$ cat config.mk
export PLATFORM = sky130hd
export DESIGN_NAME = peripheral_spram_arbiter
export DESIGN_NICKNAME = d
export VERILOG_FILES = /design/src/rtl/peripheral_spram_arbiter.sv
export SDC_FILE = /design/constraint.sdc
export NUM_CORES = 1
export LEC_CHECK = 0
export CORE_MARGIN = 8
export CORE_UTILIZATION = 37
export DETAILED_ROUTE_END_ITERATION = 10
export PLACE_DENSITY_LB_ADDON = 0.05
export SLEW_MARGIN = 20
export SYNTH_ARGS = -nofsm -noshare
export SYNTH_HDL_FRONTEND = slang
export SYNTH_SLANG_ARGS = --single-unit
$ cat constraint.sdc
create_clock -name HCLK -period 3.03 [get_ports HCLK]
set_input_delay 0.606 -clock HCLK [delete_from_list [all_inputs] [get_ports HCLK]]
set_output_delay 0.606 -clock HCLK [all_outputs]
set_load 0.005 [all_outputs]
$ cat src/rtl/peripheral_spram_arbiter.sv
// peripheral_spram_arbiter
//   Shares one native SPRAM port between an instruction requester (m0) and a
//   data requester (m1). The winning command is registered onto the SPRAM
//   port; reads are tracked through a two-stage {valid, id} tag pipeline so
//   that read data returning two cycles after the grant is flagged to the
//   requester that issued it.
//
//   Optional feature (macro): PERIPHERAL_SPRAM_ARBITER_RR_EN
//     defined   - round-robin on a tie (winner is the one not granted last)
//     undefined - fixed priority, m1 wins every tie
//
//   Ports
//     HCLK, HRESET             clock (rising edge), async active-high reset
//     mX_req_i / mX_gnt_o      request / same-cycle grant (X = 0 instr, 1 data)
//     mX_we_i, mX_addr_i,
//     mX_be_i, mX_data_i       command fields, held until granted
//     mX_rvalid_o, mX_rdata_o  read return for requester X
//     req_o, we_o, addr_o,
//     be_o, data_o             registered SPRAM command
//     data_i                   SPRAM read data, one cycle after a read strobe
//
//   BE_WIDTH is derived from DATA_WIDTH and must not be overridden.

module peripheral_spram_arbiter #(
  parameter int ADDR_WIDTH = 32,
  parameter int DATA_WIDTH = 16,
  parameter int BE_WIDTH   = DATA_WIDTH / 8
) (
  input  logic                  HCLK,
  input  logic                  HRESET,

  input  logic                  m0_req_i,
  output logic                  m0_gnt_o,
  input  logic                  m0_we_i,
  input  logic [ADDR_WIDTH-1:0] m0_addr_i,
  input  logic [BE_WIDTH-1:0]   m0_be_i,
  input  logic [DATA_WIDTH-1:0] m0_data_i,
  output logic                  m0_rvalid_o,
  output logic [DATA_WIDTH-1:0] m0_rdata_o,

  input  logic                  m1_req_i,
  output logic                  m1_gnt_o,
  input  logic                  m1_we_i,
  input  logic [ADDR_WIDTH-1:0] m1_addr_i,
  input  logic [BE_WIDTH-1:0]   m1_be_i,
  input  logic [DATA_WIDTH-1:0] m1_data_i,
  output logic                  m1_rvalid_o,
  output logic [DATA_WIDTH-1:0] m1_rdata_o,

  output logic                  req_o,
  output logic                  we_o,
  output logic [ADDR_WIDTH-1:0] addr_o,
  output logic [BE_WIDTH-1:0]   be_o,
  output logic [DATA_WIDTH-1:0] data_o,
  input  logic [DATA_WIDTH-1:0] data_i
);

  logic                  last_id;
  logic                  win_id;
  logic                  gnt_any;
  logic                  sel_we;
  logic [ADDR_WIDTH-1:0] sel_addr;
  logic [BE_WIDTH-1:0]   sel_be;
  logic [DATA_WIDTH-1:0] sel_data;

  logic                  s1_valid;
  logic                  s1_id;
  logic                  s2_valid;
  logic                  s2_id;

  // Arbitration: purely from the requests and last_id, no path from data_i.
  always_comb begin
    gnt_any = m0_req_i | m1_req_i;
`ifdef PERIPHERAL_SPRAM_ARBITER_RR_EN
    win_id  = (m0_req_i & m1_req_i) ? ~last_id : m1_req_i;
`else
    // m1 alone or in a tie wins; otherwise only m0 can be asking.
    win_id  = m1_req_i;
`endif
    m0_gnt_o = gnt_any & ~win_id;
    m1_gnt_o = gnt_any &  win_id;

    sel_we   = win_id ? m1_we_i   : m0_we_i;
    sel_addr = win_id ? m1_addr_i : m0_addr_i;
    sel_be   = win_id ? m1_be_i   : m0_be_i;
    sel_data = win_id ? m1_data_i : m0_data_i;
  end

  always_ff @(posedge HCLK or posedge HRESET) begin
    if (HRESET) begin
      req_o    <= 1'b0;
      we_o     <= 1'b0;
      addr_o   <= '0;
      be_o     <= '0;
      data_o   <= '0;
      s1_valid <= 1'b0;
      s1_id    <= 1'b0;
      s2_valid <= 1'b0;
      s2_id    <= 1'b0;
      last_id  <= 1'b1;
    end else begin
      req_o    <= gnt_any;
      s1_valid <= gnt_any & ~sel_we;
      s1_id    <= win_id;
      s2_valid <= s1_valid;
      s2_id    <= s1_id;
      // Command fields hold their last value while idle.
      if (gnt_any) begin
        we_o    <= sel_we;
        addr_o  <= sel_addr;
        be_o    <= sel_be;
        data_o  <= sel_data;
        last_id <= win_id;
      end
    end
  end

  // Stage 2 lines up with data_i; rdata is shared and qualified by rvalid.
  always_comb begin
    m0_rvalid_o = s2_valid & ~s2_id;
    m1_rvalid_o = s2_valid &  s2_id;
    m0_rdata_o  = data_i;
    m1_rdata_o  = data_i;
  end

endmodule

==> results.cfg <==
[pwr]
max-vdd-ir-drop_mv = 0.166
leakage_uw = 0.00188
power_density_nw_per_um2 = 403

[sta]
report.final.slew_viol_count = 0
hold_violations = 0
fin_ws_ns = 0.860
finClkSkew_ns = 0.00254
slew_headroom = 0.413
min_period_over_period = 0.716
grt_setup_unrepaired = no
worstMarginPinSlew_ns = 0.881
fmax_mhz = 461
setup_viol = 0
finalSetupTns_ns = 0
fin_crit_ns = 2.17

[setup_path]
timing.rr.start = addr_o[31]$_DFFE_PP0P_
crit_chain = buf_4, nor2b_1, clkdlybuf4s50_1
crit_buf_inv = 2
slowest_delay_ns = 0.54
critPathCaptureType = primary output
crit_fanout = 37
required_ns = 2.42
reg2reg_slack_ns = 2.28
reg2regPathDepth = 2
cp_top_family = buffers and inverters
worst_setup_path_start_kind = primary input
critPathArrivalTime_ns = 1.56
critPathKind = primary input to primary output
r2r-end = addr_o[31]$_DFFE_PP0P_
slowest_stage = clkdlybuf4s50_1

[global_route]
grt_pass1_wl_um = 12600
antenna_found_initial = 0
overflow = 0
grt_start_max_net_pins = 71
grt_use_total = 0.153
first_global_vias = 2355

[placed_design]
portBuffers = 161
place_hpwl_um = 6280
placed_area_um2 = 4160
gp_congestion = 0.709
dp_slack_ns = 0.853

[logic_synthesis]
yosysSeqAreaShare = 0.500
ys_warn_count = 0
synth_top_area_share = 0.500
postSynth.asyncResetShare = 1.00
synth-seq-cells = 56
synth_edf_count = 0
syn_area_per_cell_um2 = 10.5
syn_inst = 267
synth_area_leaders = dfrtp_1, mux2i_1, buf_4, o21ai_1, nand2_1
syn_nets = 389
synth_commonest_cells = dfrtp_1, mux2i_1, nand2_1
synthesis.area_um2 = 2800
yosysTopAreaCell = dfrtp_1
yosysMostFrequentCell = dfrtp_1
synth_cell_type_count = 17
synthFlopType = dfrtp_1

[hold_path]
min_from = s1_id$_DFF_PP0_
hold_depth = 0
hold_class = flip-flop to flip-flop
holdPathEnd = s2_id$_DFF_PP0_

[floorplanning]
dieArea_um2 = 10600
rows = 31
coreArea_um2 = 7290
die_w_um = 103
die_h_um = 103
initial_core_util = 0.384
io_pins = 210

[cells_and_area]
nets = 511
drive_above_1_share = 0.0359
fillers = 678
syn_to_final_growth_pct = 51.9
num_antenna_cells = 0
fin_area_um2 = 4250

[route]
drc = 0
wire_per_inst_um = 16.8
viasPerCell = 4.60
drt_iter0_drc = 67
first_pass_iters = 5
vias = 2248
antenna_left = 0
drt_wl_total_um = 8210

[cts]
root_buffer = clkbuf_8
cts_max_level = 2
clk_pin_slew_ns = 0.10
cts_buffers = 5
cts_hold_buf = 0
postCtsSetupRepairBufs = 0
clockBufferDepth = 2
cts_tree = yes
cts.sinks = 56
cts_resized = 0
clk_latency_ns = 0.30

[flow_run]
max-cap-violations = 0

[outcome]
status = complete, no violations
==> registers in the layout, indices dropped and copies added, names as in the netlist <==
| name | cells |
|---|---|
| s2_valid | 1 |
| we_o | 1 |
| s1_id | 1 |
| data_o | 16 |
| s2_id | 1 |
| be_o | 2 |
| req_o | 1 |
| addr_o | 32 |
| s1_valid | 1 |
==> area by class of cell <==
| class | count | area [um2] | area share |
|---|---|---|---|
| Clock buffer | 8 | 90.1 | 0.0212 |
| Inverter | 3 | 11.3 | 0.00265 |
| Multi-Input combinational cell | 158 | 992 | 0.233 |
| Sequential cell | 56 | 1400 | 0.330 |
| Tap cell | 99 | 124 | 0.0291 |
| Timing Repair Buffer | 165 | 1630 | 0.384 |
==> cell families (layout without fill, tap and decap cells) <==
logic type | count (synthesis) | in the layout | synth area share
AOI/OAI and AO/OA | 52 | 52 | 0.0938
muxes | 51 | 51 | 0.182
DFF | 56 | 56 | 0.500
buffers and inverters | 53 | 176 | 0.145
and+or+nand+nor | 55 | 55 | 0.0782
==> how the worst max path moves through the flow <==
stage,endpoint,cells past startpoint,start,slack (ns)
final,m0_gnt_o,3,m1_req_i,0.86
after global routing,m0_gnt_o,3,m1_req_i,0.76
after CTS,m0_gnt_o,3,m1_req_i,0.85
after detailed placement,m0_gnt_o,3,m1_req_i,0.85
after global placement,m0_gnt_o,3,m1_req_i,0.86
after floorplan,addr_o[0]$_DFFE_PP0P_,1,HRESET,1.05
==> layer usage <==
metal,wire (um),global-route usage,up-vias
li1,-,-,1103
met1,3300,0.180,1024
met2,3970,0.252,97
met3,767,0.0513,24
met4,176,0.0601,0
met5,0,0,-
==> power breakdown <==
part / switching [uW] / leakage, uW / internal (uW) / total [uW]
sequential: 32.7 / 0.000673 / 813 / 846
combinational: 152 / 0.00116 / 292 / 444
clock: 234 / 0.0000455 / 187 / 421
==> layout by cell type (no fill, tap or decap), types with 2 or more instances in the layout <==
cell type / n
clkdlybuf4s50_1: 159
dfrtp_1: 56
mux2i_1: 51
nand2_1: 50
o21ai_1: 48
clkbuf_8: 6
buf_4: 5
nor2b_1: 3
inv_1: 2
o21ai_0: 2
clkbuf_1: 2
==> metrics by stage <==
| stage | util | power, uW | hold WS, ns | cells |
|---|---|---|---|---|
| after global placement | 0.571 | 1310 | 0.333 | 481 |
| after global routing | 0.583 | 1810 | 0.365 | 489 |
| after CTS | 0.583 | 1740 | 0.359 | 489 |
| after detailed placement | 0.571 | 1310 | 0.336 | 481 |
| final | 0.583 | 1710 | 0.353 | 489 |
| after floorplan | - | 1050 | 0.331 | 267 |
Note: power is estimated with default switching activity, not from simulation.
